`src/rtl/table_cfg_ctrl.sv`:
```
// Table configuration controller: bulk clear of three config tables plus single host read/write access.
// Optional CLR_KEY_GATE_EN: hold Key_in_o low while a clear is running.
module table_cfg_ctrl #(
   parameter int unsigned RD_TIMEOUT = 16
) (
   input  logic        sys_clk,
   input  logic        rst_n,
   input  logic        clr_start,
   input  logic [3:0]  clr_data,
   output logic        clr_busy,
   output logic        clr_done,
   input  logic        host_req,
   input  logic        host_we,
   input  logic [1:0]  host_sel,
   input  logic [11:0] host_addr,
   input  logic [3:0]  host_wdata,
   output logic        host_ack,
   output logic [3:0]  host_rdata,
   output logic        host_rvalid,
   output logic        host_err,
   input  logic        Key_in_i,
   output logic        Key_in_o,
   output logic        enb_1,
   output logic        web_1,
   output logic [11:0] addrb_1,
   output logic [3:0]  dib_1,
   input  logic [3:0]  dob_1,
   input  logic        dob_valid_1,
   output logic        enb_2,
   output logic        web_2,
   output logic [11:0] addrb_2,
   output logic [3:0]  dib_2,
   input  logic [3:0]  dob_2,
   input  logic        dob_valid_2,
   output logic        enb_3,
   output logic        web_3,
   output logic [11:0] addrb_3,
   output logic [3:0]  dib_3,
   input  logic [3:0]  dob_3,
   input  logic        dob_valid_3
);

   typedef enum logic [1:0] {IDLE, CLEAR, ISSUE, RD_WAIT} state_t;

   localparam logic [15:0] WAIT_LAST = 16'(RD_TIMEOUT - 1);

   state_t      state;
   logic [11:0] cnt;
   logic [3:0]  clr_val;
   logic [1:0]  sel_q;
   logic        we_q;
   logic [15:0] wait_cnt;

   logic        clr_wr;
   logic [11:0] clr_addr_nxt;
   logic [3:0]  clr_data_nxt;
   logic        host_iss;
   logic        sel_valid;
   logic [3:0]  sel_data;

   // Port outputs are registered, so the clear write for the address the
   // next cycle will show is prepared one edge early.
   always_comb begin
      clr_wr       = 1'b0;
      clr_addr_nxt = '0;
      clr_data_nxt = clr_data;
      host_iss     = 1'b0;
      if (state == IDLE) begin
         clr_wr   = clr_start;
         host_iss = !clr_start && host_req;
      end else if (state == CLEAR) begin
         clr_wr       = (cnt != 12'hFFF);
         clr_addr_nxt = cnt + 12'd1;
         clr_data_nxt = clr_val;
      end
   end

   always_comb begin
      sel_valid = 1'b0;
      sel_data  = '0;
      case (sel_q)
         2'd1: begin sel_valid = dob_valid_1; sel_data = dob_1; end
         2'd2: begin sel_valid = dob_valid_2; sel_data = dob_2; end
         2'd3: begin sel_valid = dob_valid_3; sel_data = dob_3; end
         default: begin sel_valid = 1'b0; sel_data = '0; end
      endcase
   end

   always_ff @(posedge sys_clk) begin
      if (!rst_n) begin
         state       <= IDLE;
         cnt         <= '0;
         clr_val     <= '0;
         sel_q       <= '0;
         we_q        <= 1'b0;
         wait_cnt    <= '0;
         clr_busy    <= 1'b0;
         clr_done    <= 1'b0;
         host_ack    <= 1'b0;
         host_rdata  <= '0;
         host_rvalid <= 1'b0;
         host_err    <= 1'b0;
         enb_1 <= 1'b0; web_1 <= 1'b0; addrb_1 <= '0; dib_1 <= '0;
         enb_2 <= 1'b0; web_2 <= 1'b0; addrb_2 <= '0; dib_2 <= '0;
         enb_3 <= 1'b0; web_3 <= 1'b0; addrb_3 <= '0; dib_3 <= '0;
      end else begin
         clr_done    <= 1'b0;
         host_ack    <= 1'b0;
         host_rvalid <= 1'b0;
         host_err    <= 1'b0;
         enb_1 <= 1'b0; web_1 <= 1'b0; addrb_1 <= '0; dib_1 <= '0;
         enb_2 <= 1'b0; web_2 <= 1'b0; addrb_2 <= '0; dib_2 <= '0;
         enb_3 <= 1'b0; web_3 <= 1'b0; addrb_3 <= '0; dib_3 <= '0;

         case (state)
            IDLE: begin
               if (clr_start) begin
                  state    <= CLEAR;
                  cnt      <= '0;
                  clr_val  <= clr_data;
                  clr_busy <= 1'b1;
               end else if (host_req) begin
                  state    <= ISSUE;
                  sel_q    <= host_sel;
                  we_q     <= host_we;
                  host_ack <= 1'b1;
                  host_err <= (host_sel == 2'd0);
               end
            end
            CLEAR: begin
               if (cnt == 12'hFFF) begin
                  state    <= IDLE;
                  cnt      <= '0;
                  clr_busy <= 1'b0;
                  clr_done <= 1'b1;
               end else begin
                  cnt <= cnt + 12'd1;
               end
            end
            ISSUE: begin
               wait_cnt <= '0;
               state    <= (sel_q != 2'd0 && !we_q) ? RD_WAIT : IDLE;
            end
            RD_WAIT: begin
               if (sel_valid) begin
                  host_rvalid <= 1'b1;
                  host_rdata  <= sel_data;
                  state       <= IDLE;
               end else if (wait_cnt == WAIT_LAST) begin
                  host_rvalid <= 1'b1;
                  host_err    <= 1'b1;
                  host_rdata  <= '0;
                  state       <= IDLE;
               end else begin
                  wait_cnt <= wait_cnt + 16'd1;
               end
            end
            default: state <= IDLE;
         endcase

         // Tables 2 and 3 are shallower; their ports stay idle past their depth.
         if (clr_wr) begin
            enb_1 <= 1'b1; web_1 <= 1'b1; addrb_1 <= clr_addr_nxt; dib_1 <= clr_data_nxt;
            if (clr_addr_nxt < 12'd2048) begin
               enb_2 <= 1'b1; web_2 <= 1'b1; addrb_2 <= clr_addr_nxt; dib_2 <= clr_data_nxt;
            end
            if (clr_addr_nxt < 12'd1024) begin
               enb_3 <= 1'b1; web_3 <= 1'b1; addrb_3 <= clr_addr_nxt; dib_3 <= clr_data_nxt;
            end
         end

         if (host_iss) begin
            case (host_sel)
               2'd1: begin enb_1 <= 1'b1; web_1 <= host_we; addrb_1 <= host_addr; dib_1 <= host_wdata; end
               2'd2: begin enb_2 <= 1'b1; web_2 <= host_we; addrb_2 <= host_addr; dib_2 <= host_wdata; end
               2'd3: begin enb_3 <= 1'b1; web_3 <= host_we; addrb_3 <= host_addr; dib_3 <= host_wdata; end
               default: ;
            endcase
         end
      end
   end

`ifdef CLR_KEY_GATE_EN
   assign Key_in_o = Key_in_i & ~clr_busy;
`else
   assign Key_in_o = Key_in_i;
`endif

endmodule

```
`config.mk`:
```
export PLATFORM = sky130hd
export DESIGN_NAME = table_cfg_ctrl
export DESIGN_NICKNAME = d
export VERILOG_FILES = /design/src/rtl/table_cfg_ctrl.sv
export SDC_FILE = /design/constraint.sdc
export NUM_CORES = 1
export LEC_CHECK = 0
export CORE_MARGIN = 1.5
export CORE_UTILIZATION = 44
export CTS_BUF_LIST = sky130_fd_sc_hd__clkbuf_16
export CTS_CLUSTER_DIAMETER = 200
export DETAILED_ROUTE_END_ITERATION = 16
export HOLD_SLACK_MARGIN = 0.02
export PLACE_DENSITY_LB_ADDON = 0.25
export SLEW_MARGIN = 0
export SYNTH_ARGS = -nofsm -noshare
export SYNTH_HDL_FRONTEND = slang
export SYNTH_SLANG_ARGS = --single-unit
```
`constraint.sdc`:
```
create_clock -name sys_clk -period 2.2 [get_ports sys_clk]
set_input_delay 0.44 -clock sys_clk [delete_from_list [all_inputs] [get_ports sys_clk]]
set_output_delay 0.44 -clock sys_clk [all_outputs]
set_load 0.05 [all_outputs]
```
Word-level counts from Yosys, hierarchy flattened. Index checks and enable logic that the tools add are counted.

Bits in registers: 100. Bits in latches: 0. RAM bits: 0. ROM bits: 0. Bits of input ports: 43. Output and inout bits: 64. Word-level logic and storage cells: 143. Memories: 0.

$add $sub $neg: 2. Multipliers: 0. Div/mod/pow operators: 0. Order comparisons: 2. Eq/ne operators: 18. Shift-type cells: 0. Muxes and demuxes: 74. Bitwise operators: 3. Reductions and logical operators: 20.

Operator list (number): two-way mux 12 bit (15); two-way mux 4 bit (15); two-way mux 16 bit (2); one-hot mux 16 bit (2 select lines) (1); two-way mux 1 bit (29); one-hot mux 12 bit (2 select lines) (1); adder 16 x 1 -> 16 bit, second input constant (1); == test 16 x 4 -> 1 bit, second input constant (1); adder 12 x 1 -> 12 bit, second input constant (1); == test 12 bit, second input constant (1); == test 2 bit, second input constant (6); < comparator 12 x 11 -> 1 bit, second input constant (1); < comparator 12 bit, second input constant (1); two-way mux 2 bit (6); != test 12 bit, second input constant (1); one-hot mux 4 bit (3 select lines) (1); AND reduction 3 bit (4); AND reduction 2 bit (5); one-hot mux 2 bit (4 select lines) (1); nonzero test 2 bit (4); == test 2 x 1 -> 1 bit, second input constant (3); != test 2 bit, second input constant (3); != test 3 bit, second input constant (2); logical NOT 2 bit (2); other kinds (7) (12).

Depth between registers and ports, before layout. Gate-level depths: netlist of the first run.

Word-level depth: 8. Gate-level depth with buffers: 10. Gate-level depth less buffers: 7.

Worst setup path after synthesis of the first run. OpenSTA, ideal clock, no wires.

Path type: flip-flop to flip-flop. Start point: reg state[1]. End point: reg addrb_3[4]. Setup time: 0.132 ns. Data arrival time: 1.965 ns. Data required time: 2.068 ns. Setup slack: 0.103 ns. Stages on the path, launching flop included: 11. Path buffers: 3. Clock period less this slack: 2.097 ns. Cell sequence: dfxtp_1 inv_1 ha_1 clkbuf_1 nor2b_1 clkbuf_1 nand2_1 o32a_1 a31oi_1 buf_2 nor3_1.

Longest elaborated chain between the ends: 8. Elaborated cells on any way between the ends: 12. Classes of those cells: 1 x order compare; 1 x eq/ne; 9 x mux; 1 x reduce/logical.

Ends and longest elaborated chain: start: declaration (RTL line 47) `state_t state;`; start signal: assignment (RTL line 142) `state <= (sel_q != 2'd0 && !we_q) ? RD_WAIT : IDLE;`; == test 2 x 1 -> 1 bit (RTL line 71) `end else if (state == CLEAR) begin`; two-way mux 12 bit (RTL line 71); two-way mux 12 bit (RTL line 68) `if (state == IDLE) begin`; < comparator 12 x 11 -> 1 bit (RTL line 167) `if (clr_addr_nxt < 12'd1024) begin`; two-way mux 12 bit (RTL line 167); two-way mux 12 bit (RTL line 162) `if (clr_wr) begin`; two-way mux 12 bit (RTL line 173) `case (host_sel)`; two-way mux 12 bit (*) (RTL line 172) `if (host_iss) begin`; end signal: assignment (RTL line 113) `enb_3 <= 1'b0; web_3 <= 1'b0; addrb_3 <= '0; dib_3 <= '0;`; end signal: assignment (RTL line 168) `enb_3 <= 1'b1; web_3 <= 1'b1; addrb_3 <= clr_addr_nxt; dib_3 <= clr_data_nxt;`; end signal: assignment (RTL line 176) `2'd3: begin enb_3 <= 1'b1; web_3 <= host_we; addrb_3 <= host_addr; dib_3 <= host_wdata; end`; end: declaration (RTL line 37) `output logic [11:0] addrb_3,`.

Every way passes the cells marked *; elsewhere a longest branch is shown, timed or not. A chain may end at the register's enable or synchronous reset.

Worst setup path after layout of the first run.
Start point: reg wait_cnt[8]. End point: reg state[0].

Longest elaborated chain between the ends: 3.

Ends and longest elaborated chain: start: declaration (RTL line 52) `logic [15:0] wait_cnt;`; start signal: assignment (RTL line 155) `wait_cnt <= wait_cnt + 16'd1;`; == test 16 x 4 -> 1 bit (RTL line 149) `end else if (wait_cnt == WAIT_LAST) begin`; != test 3 bit (no source line); AND reduction 3 bit (no source line).

Every way passes these cells.

==> impl_metrics.tcl, run 1 <==
set metrics [dict create \
    status "finished, final reports clean" \
    clk-insertion-delay-late_ps 350 \
    synth-async-reset-ratio_pct 0 \
    ys_ff_latch 100 \
    antenna_cells 0 \
    worstPathArrival_ps 2340 \
    ioPinCount 107 \
    die_x_um 102.0 \
    worst_pin_slew_ps 588.4 \
    pwr-share-comb_pct 31.9 \
    final_cell_mix "104 x clkdlybuf4s50_1, 99 x dfxtp_1, 67 x nor2_1" \
    grt_overflow_total 0 \
    setup_violations 0 \
    clkPwrFrac_pct 31.5 \
    port_buffers 104 \
    cts_tree "built" \
    synth_xor_area_share_pct 4.062 \
    hold_class "flip-flop to flip-flop" \
    die_area_um2 10410 \
    fin_skew_ps 7.823 \
    cts.sinks 100 \
    initial_utilization_pct 46.02 \
    cellInternalPower_mw 3.617 \
    wire_per_inst_um 15.29 \
    grt_antenna_before_repair 0 \
    cap_violations 0 \
    whs_ps 475.8 \
    critPathCaptureType "flip-flop" \
    min_to "clr_val[1]" \
    ys.flop_type "dfxtp_1" \
    syn_inst 495 \
    syn2layout_area_growth_pct 40.82 \
    clk_pin_slew_ps 80 \
    dp_hpwl_um 8534 \
    switchingPower_mw 1.934 \
    synthAdderAreaFrac_pct 1.741 \
    synth_top_family_by_area "simple AND/OR/NAND/NOR gates" \
    fin_crit_ps 2101 \
    synth_edf_count 0 \
    utilization_pct 64.81 \
    reg2reg_setup_slack_ps 100 \
    fmax_mhz 475.9 \
    layout.nets 672 \
    maxSlewViolCount 0 \
    drive_above_1_share_pct 11.62 \
    cts_root_buf "clkbuf_16" \
    cp-start-kind "flip-flop" \
    ys_seq_area_share_pct 46.42 \
    power_density_nw_per_um2 913.9 \
    die_h_um 102.0 \
    min-delay-start "clr_val[1]" \
    max-slew-margin-rel_pct 60.51 \
    final_common_cell "clkdlybuf4s50_1" \
    grt_start_max_net_pins 44 \
    dpl.cell_count 738 \
    r2r-start "wait_cnt[8]" \
    track_usage_pct 23.22 \
    htreeDepth 3 \
    synthMuxAreaShare_pct 2.582 \
    gp_congestion 0.8809 \
    yosys.area_share.simple_pct 22.08 \
    crit_type "flip-flop to flip-flop" \
    routed-via-count 4095 \
    hold_viol_final 0 \
    whs_path_depth 2 \
    numCtsBuffers 9 \
    yosysWarnings 0 \
    avgViaCountPerCell 5.410 \
    grt_pass1_vias 3891 \
    synth_cell_types 57 \
    max-vdd-ir-drop_v 0.0004963 \
    placement_rows 35 \
    power.share.switching_pct 34.83 \
    layout.cells.non_filler 757 \
    synth_area_per_cell_um2 8.713 \
    fin_crit_sh_pct 95.51 \
    p_total_mw 5.551 \
    critical_path_required_ps 2440 \
    syn_area_um2 4313 \
    dr.first_iter.drc_count 208 \
    leakagePower_nw 2.246 \
    rr_endpoint "state[0]" \
    rsz0062_at_grt "no" \
    clk_path_buf_depth 2 \
    drcViolationCount 0 \
    antenna_left 0 \
    wl_um 11570 \
    synth_compound_area_share_pct 18.91 \
    core_area_um2 9371 \
    final.setup.tns_ps 0 \
    reg2reg_depth 5 \
    pwr-share-seq_pct 36.6 \
    dr.pass1.iters 5 \
    grt_pass1_wl_um 18870 \
    cp_max_fo 5 \
    syn_nets 544 \
]
cells in the mapped netlist, drive strengths merged, types with 2 or more instances:
cell     count  area (um^2)
dfxtp      100         2002
nor2        67        251.5
nand2       49        191.4
a21oi       33        165.2
a22oi       25        187.7
o21ai       23        115.1
nor3        18        90.09
nand3       17        85.08
clkbuf      16        60.06
inv         16        60.06
xnor2       13        113.9
buf         10        57.55
mux2i       10        100.1
xor2         7        61.31
and2         6        37.54
and3         6        37.54
ha           6        75.07
nor4         6        52.55
o211ai       6        50.05
a32o         5        50.05
nand4        5        37.53
nor2b        5        31.28
a211oi       4        30.03
or4          4        37.53
a2111oi      3        26.28
a31oi        3        18.77
and4         3        26.28
nand2b       3        18.77
o21a         3        22.52
a2bb2oi      2        17.52
nand3b       2        15.01
o221a        2        22.52
or3          2        12.51
timing repair:
item | CTS | global route
hold buffers | 0 | 0
setup buffers | 0 | 3
endpoints found under the hold margin | 0 | 0
resized for setup | 0 | 6
endpoints found under the setup margin | 0 | 36
routing by layer:
| metal | track usage, % | vias to the layer above | routed length, um |
|---|---|---|---|
| met3 | 6.566 | 19 | 909 |
| met5 | 0 | - | 0 |
| met4 | 7.692 | 0 | 180 |
| li1 | - | 2019 | - |
| met2 | 37.90 | 174 | 5333 |
| met1 | 29.65 | 1883 | 5149 |
per-stage QoR:
stage,area (um^2),worst slack (ps)
5_1_grt,6073,14.85
3_3_place_gp,5693,90.47
2_1_floorplan,4313,103.2
3_5_place_dp,5693,-12.13
6_report,6073,98.68
4_1_cts,6025,78.74
power groups by stage:
stage          Clock, mW  Combinational, mW  Sequential [mW]
2_1_floorplan          0              0.752             2.42
3_3_place_gp           0               1.71             2.07
3_5_place_dp           0               1.74             2.07
4_1_cts             1.77               1.75             2.03
5_1_grt             1.87               1.91             2.05
6_report            1.75               1.77             2.03
kinds of logic (layout without fill, tap and decap cells):
| kind of cell | after synthesis | count (layout) |
|---|---|---|
| compound gates | 119 | 119 |
| xor+xnor | 20 | 20 |
| fa+ha+maj | 6 | 6 |
| buf+inv | 43 | 176 |
| flops | 100 | 100 |
| mux | 11 | 11 |
| simple gates | 196 | 196 |
worst max path at each step:
stage	from	to	slack (ps)	cells past startpoint
after floorplan	state[1]	addrb_3[4]	100	10
after global placement	dob_valid_3	wait_cnt[14]	90	6
after CTS	cnt[1]	web_1	80	7
after global routing	cnt[2]	dib_3[2]	10	6
final	wait_cnt[8]	state[0]	100	5
after detailed placement	dob_valid_3	wait_cnt[11]	-10	6
area by class of cell:
type                            count  area, um^2
Timing Repair Buffer              143        1359
Inverter                           17       63.81
Multi-Input combinational cell    352        2155
Fill cell                         801        3298
Tap cell                          129       161.4
Clock buffer                        9       225.2
Clock inverter                      7       106.4
Sequential cell                   100        2003
state kept, by name, summed over array words and instances, names as in the netlist, 2 cells and up:
signal,count
addrb_1,12
addrb_2,12
addrb_3,12
clr_val,4
cnt,12
dib_1,4
dib_2,4
dib_3,4
host_rdata,4
sel_q,2
state,2
wait_cnt,16
critical path: stages (launching register included):
cell	delay (ps)
dfxtp_1	360
or4_1	550
or4_4	610
nand2_4	110
o211ai_2	100
o221a_1	250
Note: power is estimated with default switching activity, not from simulation.
==> run 2: changes to the inputs <==
--- a/config.mk
+++ b/config.mk
@@ -5,13 +5,14 @@
 export SDC_FILE = /design/constraint.sdc
 export NUM_CORES = 1
 export LEC_CHECK = 0
+export CORE_ASPECT_RATIO = 0.7
 export CORE_MARGIN = 1.5
 export CORE_UTILIZATION = 44
 export CTS_BUF_LIST = sky130_fd_sc_hd__clkbuf_16
 export CTS_CLUSTER_DIAMETER = 200
 export DETAILED_ROUTE_END_ITERATION = 16
 export HOLD_SLACK_MARGIN = 0.02
-export PLACE_DENSITY_LB_ADDON = 0.25
+export PLACE_DENSITY = 0.82
 export SLEW_MARGIN = 0
 export SYNTH_ARGS = -nofsm -noshare
 export SYNTH_HDL_FRONTEND = slang
==> impl_metrics.tcl, run 2 (synthesis results as in run 1) <==
set metrics [dict create \
    antenna_left 0 \
    min_to "clr_val[3]" \
    port_buffers 104 \
    critPathCaptureType "flip-flop" \
    regMostFlops "wait_cnt" \
    hold_class "flip-flop to flip-flop" \
    setup_violations 0 \
    dr.first_iter.drc_count 564 \
    core_area_um2 9609 \
    cts.sinks 100 \
    r2r-start "state[1]" \
    cpLargestDelayFamily "buffers and inverters" \
    reg2reg_depth 9 \
    cp_cell_sequence "inv_1 -> ha_1 -> nor2b_2 -> buf_4 -> nand2_1 -> o32a_1 -> a31oi_4 -> clkdlybuf4s15_2 -> nor3_1" \
    drive_above_1_share_pct 11.92 \
    grt_pass1_vias 4143 \
    status "finished, final reports clean" \
    cp_slowest_cell "dfxtp_1" \
    final.setup.tns_ps 0 \
    crit_type "flip-flop to flip-flop" \
    layout.nets 673 \
    min-delay-start "clr_val[3]" \
    cpPeakStageDelay_ps 400 \
    cts_tree "built" \
    reg2reg_setup_slack_ps 60 \
    dp_hpwl_um 9109 \
    fmax_mhz 467.7 \
    critical_path_required_ps 2420 \
    clk_pin_slew_ps 80 \
    dp_slack_ps -20.49 \
    die_h_um 85.84 \
    cap_violations 0 \
    grt_pass1_wl_um 20150 \
    wl_um 13050 \
    placement_rows 30 \
    max-slew-margin-rel_pct 62.68 \
    clk-insertion-delay-late_ps 350 \
    wire_per_inst_um 17.24 \
    grt_antenna_before_repair 0 \
    grt_start_max_net_pins 40 \
    fin_crit_sh_pct 97.19 \
    fin_skew_ps 11.53 \
    antenna_cells 0 \
    setup_ws_ps 61.89 \
    avgViaCountPerCell 5.766 \
    maxSlewViolCount 0 \
    largest_reg_flops 16 \
    clk_path_buf_depth 2 \
    ioPinCount 107 \
    syn2layout_area_growth_pct 40.03 \
    grt_overflow_total 0 \
    dr.pass1.iters 7 \
    p_total_mw 5.472 \
    fin_crit_ps 2138 \
    cts_root_buf "clkbuf_16" \
    power_density_nw_per_um2 906.0 \
    cp_max_fo 6 \
    htreeDepth 3 \
    worst_pin_slew_ps 558.1 \
    rr_endpoint "addrb_3[1]" \
    track_usage_pct 24.47 \
    routed-via-count 4365 \
    final_common_cell "clkdlybuf4s50_1" \
    numCtsBuffers 9 \
    worstPathArrival_ps 2360 \
    max-vdd-ir-drop_v 0.0005215 \
    cp-start-kind "flip-flop" \
    final_area_um2 6040 \
    postCtsHoldBufs 0 \
    final_cell_mix "104 x clkdlybuf4s50_1, 99 x dfxtp_1, 67 x nor2_1" \
    die_x_um 121.3 \
    whs_path_depth 2 \
    hold_viol_final 0 \
    die_area_um2 10410 \
    drcViolationCount 0 \
    leakagePower_nw 2.236 \
    gp_congestion 0.8552 \
    initial_utilization_pct 44.88 \
    path_buf_inv 3 \
    postPlaceCellArea_um2 5672 \
]
-- run 2: per-stage QoR --
| step | cells | hold slack (ps) | utilization, % |
|---|---|---|---|
| finish | 757 | 464.1 | 62.85 |
| global route | 757 | 483.1 | 62.85 |
| CTS | 752 | 460.6 | 61.99 |
| detailed placement | 736 | 450.6 | 59.02 |
| global placement | 736 | 441.5 | 59.02 |
| floorplan | 495 | 435.7 | - |
-- run 2: layer usage --
layer  GRT usage [%]  vias up  part of all wire (%)
met5               0        -                     0
met1           32.57     2079                    43
met3           4.987       35                   8.6
li1                -     2016                     -
met2           40.27      235                    47
met4           7.487        0                   2.2
-- run 2: worst register-to-register path: cells and delay by family (launching register included) --
family	cells	cell delay, ps
buffers and inverters	3	540
DFF	1	400
AOI/OAI and AO/OA	2	490
and+or+nand+nor	3	330
adders and majority gates	1	270
-- run 2: layout make-up --
type	count	area, um^2
sequential	100	2003
multi-input combinational	352	2170
fill	767	3570
clock buffer	9	225.2
clock inverter	7	60.06
inverter	17	63.81
timing repair buffer	144	1358
tap	128	160.2
-- run 2: worst max path at each step --
stage | to | startpoint | cells after the start
2_1_floorplan | addrb_3[4] | state[1] | 10
3_3_place_gp | wait_cnt[15] | dob_valid_3 | 6
3_5_place_dp | wait_cnt[15] | dob_valid_2 | 6
4_1_cts | addrb_1[11] | state[0] | 6
5_1_grt | addrb_3[1] | state[1] | 9
6_report | addrb_3[1] | state[1] | 9
-- run 2: report_power, final --
part	leakage (nW)	internal (mW)	switching (mW)
sequential	0.811	1.96	0.0755
clock	0.141	0.785	0.730
combinational	1.28	0.687	1.23
total	2.24	3.43	2.04
-- run 2: repair_timing --
action / in CTS / in global routing
gates resized for setup: 0 / 11
buffers inserted: 0 / 4
setup endpoints to repair: 0 / 22
